## config.mk

```make
export PLATFORM = sky130hd
export DESIGN_NAME = spi_conf_regs
export DESIGN_NICKNAME = d
export VERILOG_FILES = /design/src/rtl/spi_conf_regs.sv
export SDC_FILE = /design/constraint.sdc
export NUM_CORES = 1
export LEC_CHECK = 0
export CAP_MARGIN = 0
export CORE_UTILIZATION = 25
export CTS_BUF_LIST = sky130_fd_sc_hd__clkbuf_8 sky130_fd_sc_hd__clkbuf_16
export CTS_CLUSTER_DIAMETER = 120
export DETAILED_ROUTE_END_ITERATION = 10
export PLACE_DENSITY_LB_ADDON = 0.3
export SYNTH_ARGS = -nofsm -noshare
export SYNTH_HDL_FRONTEND = slang
export SYNTH_SLANG_ARGS = --single-unit
export TNS_END_PERCENT = 100
```

## constraint.sdc

```tcl
create_clock -name pck0 -period 2.5 [get_ports pck0]
set_input_delay 0.5 -clock pck0 [delete_from_list [all_inputs] [get_ports pck0]]
set_output_delay 0.5 -clock pck0 [all_outputs]
set_load 0.03 [all_outputs]
```

## src/rtl/spi_conf_regs.sv

```systemverilog
// SPI slave holding a bank of configuration registers, oversampled on pck0.
// Frames are MSB first (rw, address, data); writes commit once per complete frame.
module spi_conf_regs #(
    parameter int                DATA_W      = 8,
    parameter int                ADDR_W      = 2,
    parameter int                NREGS       = 4,
    parameter int                SYNC_STAGES = 2,
    parameter logic [DATA_W-1:0] RESET_VAL   = '0
) (
    input  logic                    pck0,
    input  logic                    reset,
    input  logic                    spck,
    input  logic                    mosi,
    input  logic                    ncs,
    output logic                    miso,
    output logic [NREGS*DATA_W-1:0] conf_flat,
    output logic                    conf_update,
    output logic [ADDR_W-1:0]       conf_addr
);
    timeunit 1ns;
    timeprecision 1ps;

    localparam int HDR_LEN   = 1 + ADDR_W;
    localparam int FRAME_LEN = HDR_LEN + DATA_W;
    localparam int CNT_W     = $clog2(FRAME_LEN + 1);
    localparam logic [CNT_W-1:0] HDR_LAST   = CNT_W'(HDR_LEN - 1);
    localparam logic [CNT_W-1:0] FRAME_LAST = CNT_W'(FRAME_LEN - 1);

    typedef enum logic [1:0] {
        ST_IDLE,
        ST_HDR,
        ST_DATA,
        ST_DONE
    } state_t;

    logic [SYNC_STAGES-1:0] spck_sync_q, spck_sync_d;
    logic [SYNC_STAGES-1:0] mosi_sync_q, mosi_sync_d;
    logic [SYNC_STAGES-1:0] ncs_sync_q,  ncs_sync_d;
    logic                   spck_prev_q, spck_prev_d;
    logic                   ncs_prev_q,  ncs_prev_d;

    logic spck_s;
    logic mosi_s;
    logic ncs_s;
    logic spck_rise;
    logic spck_fall;

    state_t              state_q, state_d;
    logic [CNT_W-1:0]    cnt_q,   cnt_d;
    logic [HDR_LEN-1:0]  hdr_q,   hdr_d;
    logic [DATA_W-1:0]   data_q,  data_d;
    logic [DATA_W-1:0]   rd_q,    rd_d;
    logic                miso_q,  miso_d;
    logic                upd_q,   upd_d;
    logic [ADDR_W-1:0]   caddr_q, caddr_d;
    logic [DATA_W-1:0]   regs_q [NREGS];
    logic [DATA_W-1:0]   regs_d [NREGS];

    logic [HDR_LEN-1:0]  hdr_next;
    logic [DATA_W-1:0]   data_next;
    logic [ADDR_W-1:0]   next_addr;
    logic [ADDR_W-1:0]   frame_addr;
    logic                frame_rw;
    logic                frame_addr_ok;
    logic [DATA_W-1:0]   rd_word;

    // Synchroniser chains shift toward the top bit; the top bit is the usable value.
    always_comb begin
        spck_sync_d = {spck_sync_q[SYNC_STAGES-2:0], spck};
        mosi_sync_d = {mosi_sync_q[SYNC_STAGES-2:0], mosi};
        ncs_sync_d  = {ncs_sync_q[SYNC_STAGES-2:0],  ncs};
    end

    assign spck_s      = spck_sync_q[SYNC_STAGES-1];
    assign mosi_s      = mosi_sync_q[SYNC_STAGES-1];
    assign ncs_s       = ncs_sync_q[SYNC_STAGES-1];
    assign spck_prev_d = spck_s;
    assign ncs_prev_d  = ncs_s;
    assign spck_rise   = spck_s & ~spck_prev_q;
    assign spck_fall   = ~spck_s & spck_prev_q;

    assign hdr_next      = {hdr_q[HDR_LEN-2:0], mosi_s};
    assign data_next     = {data_q[DATA_W-2:0], mosi_s};
    assign next_addr     = hdr_next[ADDR_W-1:0];
    assign frame_rw      = hdr_q[HDR_LEN-1];
    assign frame_addr    = hdr_q[ADDR_W-1:0];
    assign frame_addr_ok = {1'b0, frame_addr} < (ADDR_W+1)'(NREGS);

    // Readback word for the address completing this cycle; unimplemented addresses read zero.
    always_comb begin
        rd_word = '0;
        for (int k = 0; k < NREGS; k++) begin
            if (next_addr == ADDR_W'(k)) begin
                rd_word = regs_q[k];
            end
        end
    end

    always_comb begin
        state_d = state_q;
        cnt_d   = cnt_q;
        hdr_d   = hdr_q;
        data_d  = data_q;
        rd_d    = rd_q;
        miso_d  = miso_q;
        upd_d   = 1'b0;
        caddr_d = caddr_q;
        regs_d  = regs_q;

        if (ncs_s) begin
            // Deselect at any point abandons the frame, including a pending commit.
            state_d = ST_IDLE;
            cnt_d   = '0;
            miso_d  = 1'b0;
        end else begin
            case (state_q)
                ST_IDLE: begin
                    if (ncs_prev_q) begin
                        state_d = ST_HDR;
                        cnt_d   = '0;
                        hdr_d   = '0;
                        data_d  = '0;
                        rd_d    = '0;
                        miso_d  = 1'b0;
                    end
                end
                ST_HDR: begin
                    if (spck_rise) begin
                        hdr_d = hdr_next;
                        cnt_d = cnt_q + 1'b1;
                        if (cnt_q == HDR_LAST) begin
                            state_d = ST_DATA;
                            rd_d    = rd_word;
                        end
                    end
                end
                ST_DATA: begin
                    if (spck_rise) begin
                        data_d = data_next;
                        cnt_d  = cnt_q + 1'b1;
                        if (cnt_q == FRAME_LAST) begin
                            state_d = ST_DONE;
                            if (!frame_rw && frame_addr_ok) begin
                                upd_d   = 1'b1;
                                caddr_d = frame_addr;
                                for (int k = 0; k < NREGS; k++) begin
                                    if (frame_addr == ADDR_W'(k)) begin
                                        regs_d[k] = data_next;
                                    end
                                end
                            end
                        end
                    end else if (spck_fall && frame_rw) begin
                        miso_d = rd_q[DATA_W-1];
                        rd_d   = {rd_q[DATA_W-2:0], 1'b0};
                    end
                end
                ST_DONE: begin
                    if (spck_fall) begin
                        miso_d = 1'b0;
                    end
                end
                default: begin
                    state_d = ST_IDLE;
                end
            endcase
        end
    end

    always_ff @(posedge pck0) begin
        if (reset) begin
            spck_sync_q <= '0;
            mosi_sync_q <= '0;
            ncs_sync_q  <= '1;
            spck_prev_q <= 1'b0;
            ncs_prev_q  <= 1'b1;
            state_q     <= ST_IDLE;
            cnt_q       <= '0;
            hdr_q       <= '0;
            data_q      <= '0;
            rd_q        <= '0;
            miso_q      <= 1'b0;
            upd_q       <= 1'b0;
            caddr_q     <= '0;
            for (int k = 0; k < NREGS; k++) begin
                regs_q[k] <= RESET_VAL;
            end
        end else begin
            spck_sync_q <= spck_sync_d;
            mosi_sync_q <= mosi_sync_d;
            ncs_sync_q  <= ncs_sync_d;
            spck_prev_q <= spck_prev_d;
            ncs_prev_q  <= ncs_prev_d;
            state_q     <= state_d;
            cnt_q       <= cnt_d;
            hdr_q       <= hdr_d;
            data_q      <= data_d;
            rd_q        <= rd_d;
            miso_q      <= miso_d;
            upd_q       <= upd_d;
            caddr_q     <= caddr_d;
            regs_q      <= regs_d;
        end
    end

    genvar gi;
    generate
        for (gi = 0; gi < NREGS; gi++) begin : g_flat
            assign conf_flat[gi*DATA_W +: DATA_W] = regs_q[gi];
        end
    endgenerate

    assign miso        = miso_q;
    assign conf_update = upd_q;
    assign conf_addr   = caddr_q;

endmodule

```

==> run summary <==
For this block, the routed nets add up to 7754 µm of wire. The layout overhead on the synthesized area was 28.93%; the number of nets in the final layout was 368. The time the worst path needs with I/O delays and setup works out to 2.211 ns.

Clock tree synthesis selected as its root buffer the cell sky130_fd_sc_hd__clkbuf_16. The most common cell in the synthesized netlist is sky130_fd_sc_hd__dfxtp_1. The class of the worst hold path is reg2reg. The number of failing hold endpoints at the final stage is 0. For the number of standard-cell rows in the floorplan, the log shows 40.

After detailed routing, the average wire length per cell comes to 15.29 µm. Synthesis produced 321 cells. The first global-routing pass estimated 12,970 µm of wire.

STA classifies the critical path endpoint as a flop. For the worst setup path, the data required time is 2.77 ns. The worst ir drop on vdd was 0.0003462 V.

Unique cell type count in the Yosys netlist: 43. Overall via count from detail_route: 2,485. From bottom edge to top edge, the die measures 112.8 µm. The worst path uses 88.44% of the clock period. The logs give 68 for the CTS sink count and 5332 µm for the estimated wirelength of the detail-placed design. The warning count from the yosys run is 0, and the core region area is 11,960 µm². Summed over all cells, the static leakage comes to 1.325 nW. The initial core utilization was 25.64%; the width of the die was 112.8 µm. Of the cells placed in the final design, the portion with a size suffix greater than 1 is 8.889%. The worst setup path is launched from a flop. The worst-path maximum fanout works out to 11. For the register area share after synthesis, the log shows 44.39%.

For the pin with the worst max-slew slack, the measured transition is 0.7595 ns. The run gives 12,710 µm² as the full die area. The logs give 4 for the number of detailed-route iterations in the first pass and 0 for the final antenna diode count. Clock tree synthesis inserted a total of 9 buffers. The quantity of I/O buffers inserted on ports is 40, and the DRC violations left is 0. The run gives 3067 µm² as the synthesized area. Prevailing post-synth register cell: sky130_fd_sc_hd__dfxtp_1. The run gives 0.4523 GHz as the highest clock frequency the design can meet.

Buffers inserted to repair hold after CTS numbered 0. Headroom to the max-slew limit came out at 48.98%. Sorting the synthesized cells by area gives the leading types as sky130_fd_sc_hd__dfxtp_1, sky130_fd_sc_hd__mux2i_1, sky130_fd_sc_hd__nand3b_1, sky130_fd_sc_hd__nand2b_1, sky130_fd_sc_hd__o21ai_0.

After clock tree synthesis, the clock-pin slew on the worst setup and hold paths is 0.06 ns. In the routed layout, each cell is associated on average with a via count of 4.901. The global-route total usage across every layer came out at 13.14%.

Number of buffers on the longest clock path: 2. For the final routed database, the setup TNS stands at 0 ns. TritonCTS built the clock tree. The cell taking the most area after synthesis was sky130_fd_sc_hd__dfxtp_1.

The via count of the first global-routing pass was 2,466; the pin count of the biggest net entering global routing was 66. The violation count after the first detailed-routing iteration is 126. The worst setup path is of the reg2reg kind. In this run, synthesis inferred 0 flip-flops with an integrated enable.

The total power density per cell area came out at 671.8 nW/µm². The flow ran to the end, and the final reports show no timing, DRC or antenna violations. The endpoint arrival time on the critical path is 2.48 ns, and the clock latency at the later pin of the worst-skew pair is 0.33 ns. The H-tree was split into 3 levels. When the netlist entered floorplanning its net count stood at 334.

Setup violations remaining at the end of the flow were counted as 0. The share of Yosys cell area claimed by the top area cell type was 44.39%. The tools report the aggregate global routing overflow as 0. The run gives 0.4118 ns as the final hold slack. The number of antenna violations at the first check in global routing came out at 0. The congestion estimate from routability-driven global placement came to 0.8002. The final count of pins violating max slew came out at 0.

Fill cells in the final layout number 1,206. Across the run, the number of max-cap violations was 0. The share of flip-flops with an asynchronous set or reset is 0%. Setup repair after global routing left no endpoint under its margin. In the synthesized netlist, the cells that appear most often are sky130_fd_sc_hd__dfxtp_1, sky130_fd_sc_hd__o21ai_0, sky130_fd_sc_hd__nand3b_1.

In this run the remaining antenna-violating nets after routing total 0. The flop and latch count out of synthesis was 68. The number of top-level pins is 41, and the clock skew after layout is 0.005229 ns. The mean cell area of the mapped netlist was 9.554 µm².
==> kinds of logic (layout without fill, tap and decap cells) <==
family	after synthesis	after routing	share of synthesized area, %
and+or+nand+nor	115	115	23.05
AOI/OAI and AO/OA	74	74	16.24
DFF	68	68	44.39
buffers and inverters	28	67	3.590
muxes	26	26	8.894
adders and majority gates	8	8	3.264
xor gates and xnor gates	2	2	0.5713
==> through the flow <==
step / setup slack, ns / instances / power [mW] / utilization (%) / area, µm²
detailed placement: 0.1488 / 491 / 1.194 / 30.09 / 3600
global placement: 0.2776 / 491 / 1.194 / 30.09 / 3600
CTS: 0.1380 / 507 / 2.679 / 33.03 / 3951
global route: 0.1478 / 507 / 2.743 / 33.05 / 3954
finish: 0.2889 / 507 / 2.656 / 33.05 / 3954
floorplan: 0.4017 / 321 / 1.173 / - / 3067
==> sequential cells by signal, indices dropped and copies added (netlist names), 3 cells and up <==
signal     cells
rd_q           8
hdr_q          3
conf_flat     32
data_q         7
cnt_q          4
==> where the power goes <==
part	switching [mW]	total (mW)	internal [mW]
clock	0.463	1.49	1.02
sequential	0.00495	1.10	1.09
combinational	0.0408	0.0743	0.0334
==> layout make-up <==
cell class,count,area [µm²],area share [%]
timing repair buffer,46,440.4,11.14
clock buffer,11,252.7,6.392
sequential,68,1361,34.43
clock inverter,5,98.84,2.500
multi-input combinational,225,1598,40.41
tap,147,183.9,4.652
inverter,5,18.77,0.4747
==> worst max-delay path, stage by stage, from the launching register on <==
cell and delay [ns]:
sky130_fd_sc_hd__dfxtp_1 0.41, sky130_fd_sc_hd__inv_1 0.10, sky130_fd_sc_hd__ha_1 0.27, sky130_fd_sc_hd__nor2b_2 0.25
sky130_fd_sc_hd__or4b_4 0.57, sky130_fd_sc_hd__nor3b_4 0.35, sky130_fd_sc_hd__a22o_1 0.19
==> worst paths after layout <==
check,from,cells past startpoint,slack (ns),end
setup / recovery,state_q[0],6,0.29,rd_q[1]
hold / removal,ncs_sync_q[0],1,0.41,ncs_sync_q[1]
setup reg to reg,state_q[0],6,0.29,rd_q[1]
hold reg to reg,ncs_sync_q[0],1,0.41,ncs_sync_q[1]
==> metal layers <==
metal | part of all wire, % | up-vias | track usage (%)
met5 | 0 | - | 0
met4 | 1.5 | 0 | 5.600
met3 | 3.5 | 9 | 2.678
met2 | 44 | 48 | 19.38
met1 | 51 | 1206 | 18.54
li1 | - | 1222 | -
==> layout by cell type, fill, tap and decap left out, types with 4 or more instances in the layout <==
| master | n |
|---|---|
| sky130_fd_sc_hd__nor2b_1 | 5 |
| sky130_fd_sc_hd__nand3b_1 | 27 |
| sky130_fd_sc_hd__o21ai_0 | 31 |
| sky130_fd_sc_hd__inv_1 | 6 |
| sky130_fd_sc_hd__a21oi_1 | 9 |
| sky130_fd_sc_hd__a22o_1 | 6 |
| sky130_fd_sc_hd__buf_4 | 6 |
| sky130_fd_sc_hd__a22oi_1 | 7 |
| sky130_fd_sc_hd__mux2i_1 | 25 |
| sky130_fd_sc_hd__nand2_1 | 14 |
| sky130_fd_sc_hd__clkdlybuf4s50_1 | 39 |
| sky130_fd_sc_hd__dfxtp_1 | 68 |
| sky130_fd_sc_hd__o221ai_1 | 6 |
| sky130_fd_sc_hd__nor2_1 | 17 |
| sky130_fd_sc_hd__nand3_1 | 4 |
| sky130_fd_sc_hd__clkbuf_16 | 9 |
| sky130_fd_sc_hd__nand2b_1 | 25 |
| sky130_fd_sc_hd__ha_1 | 8 |
==> what timing repair did <==
item / 4_1_cts / 5_1_grt
setup endpoints to repair: 0 / 2
setup buffers: 0 / 0
resized for setup: 0 / 1
Note: power is estimated with default switching activity, not from simulation.
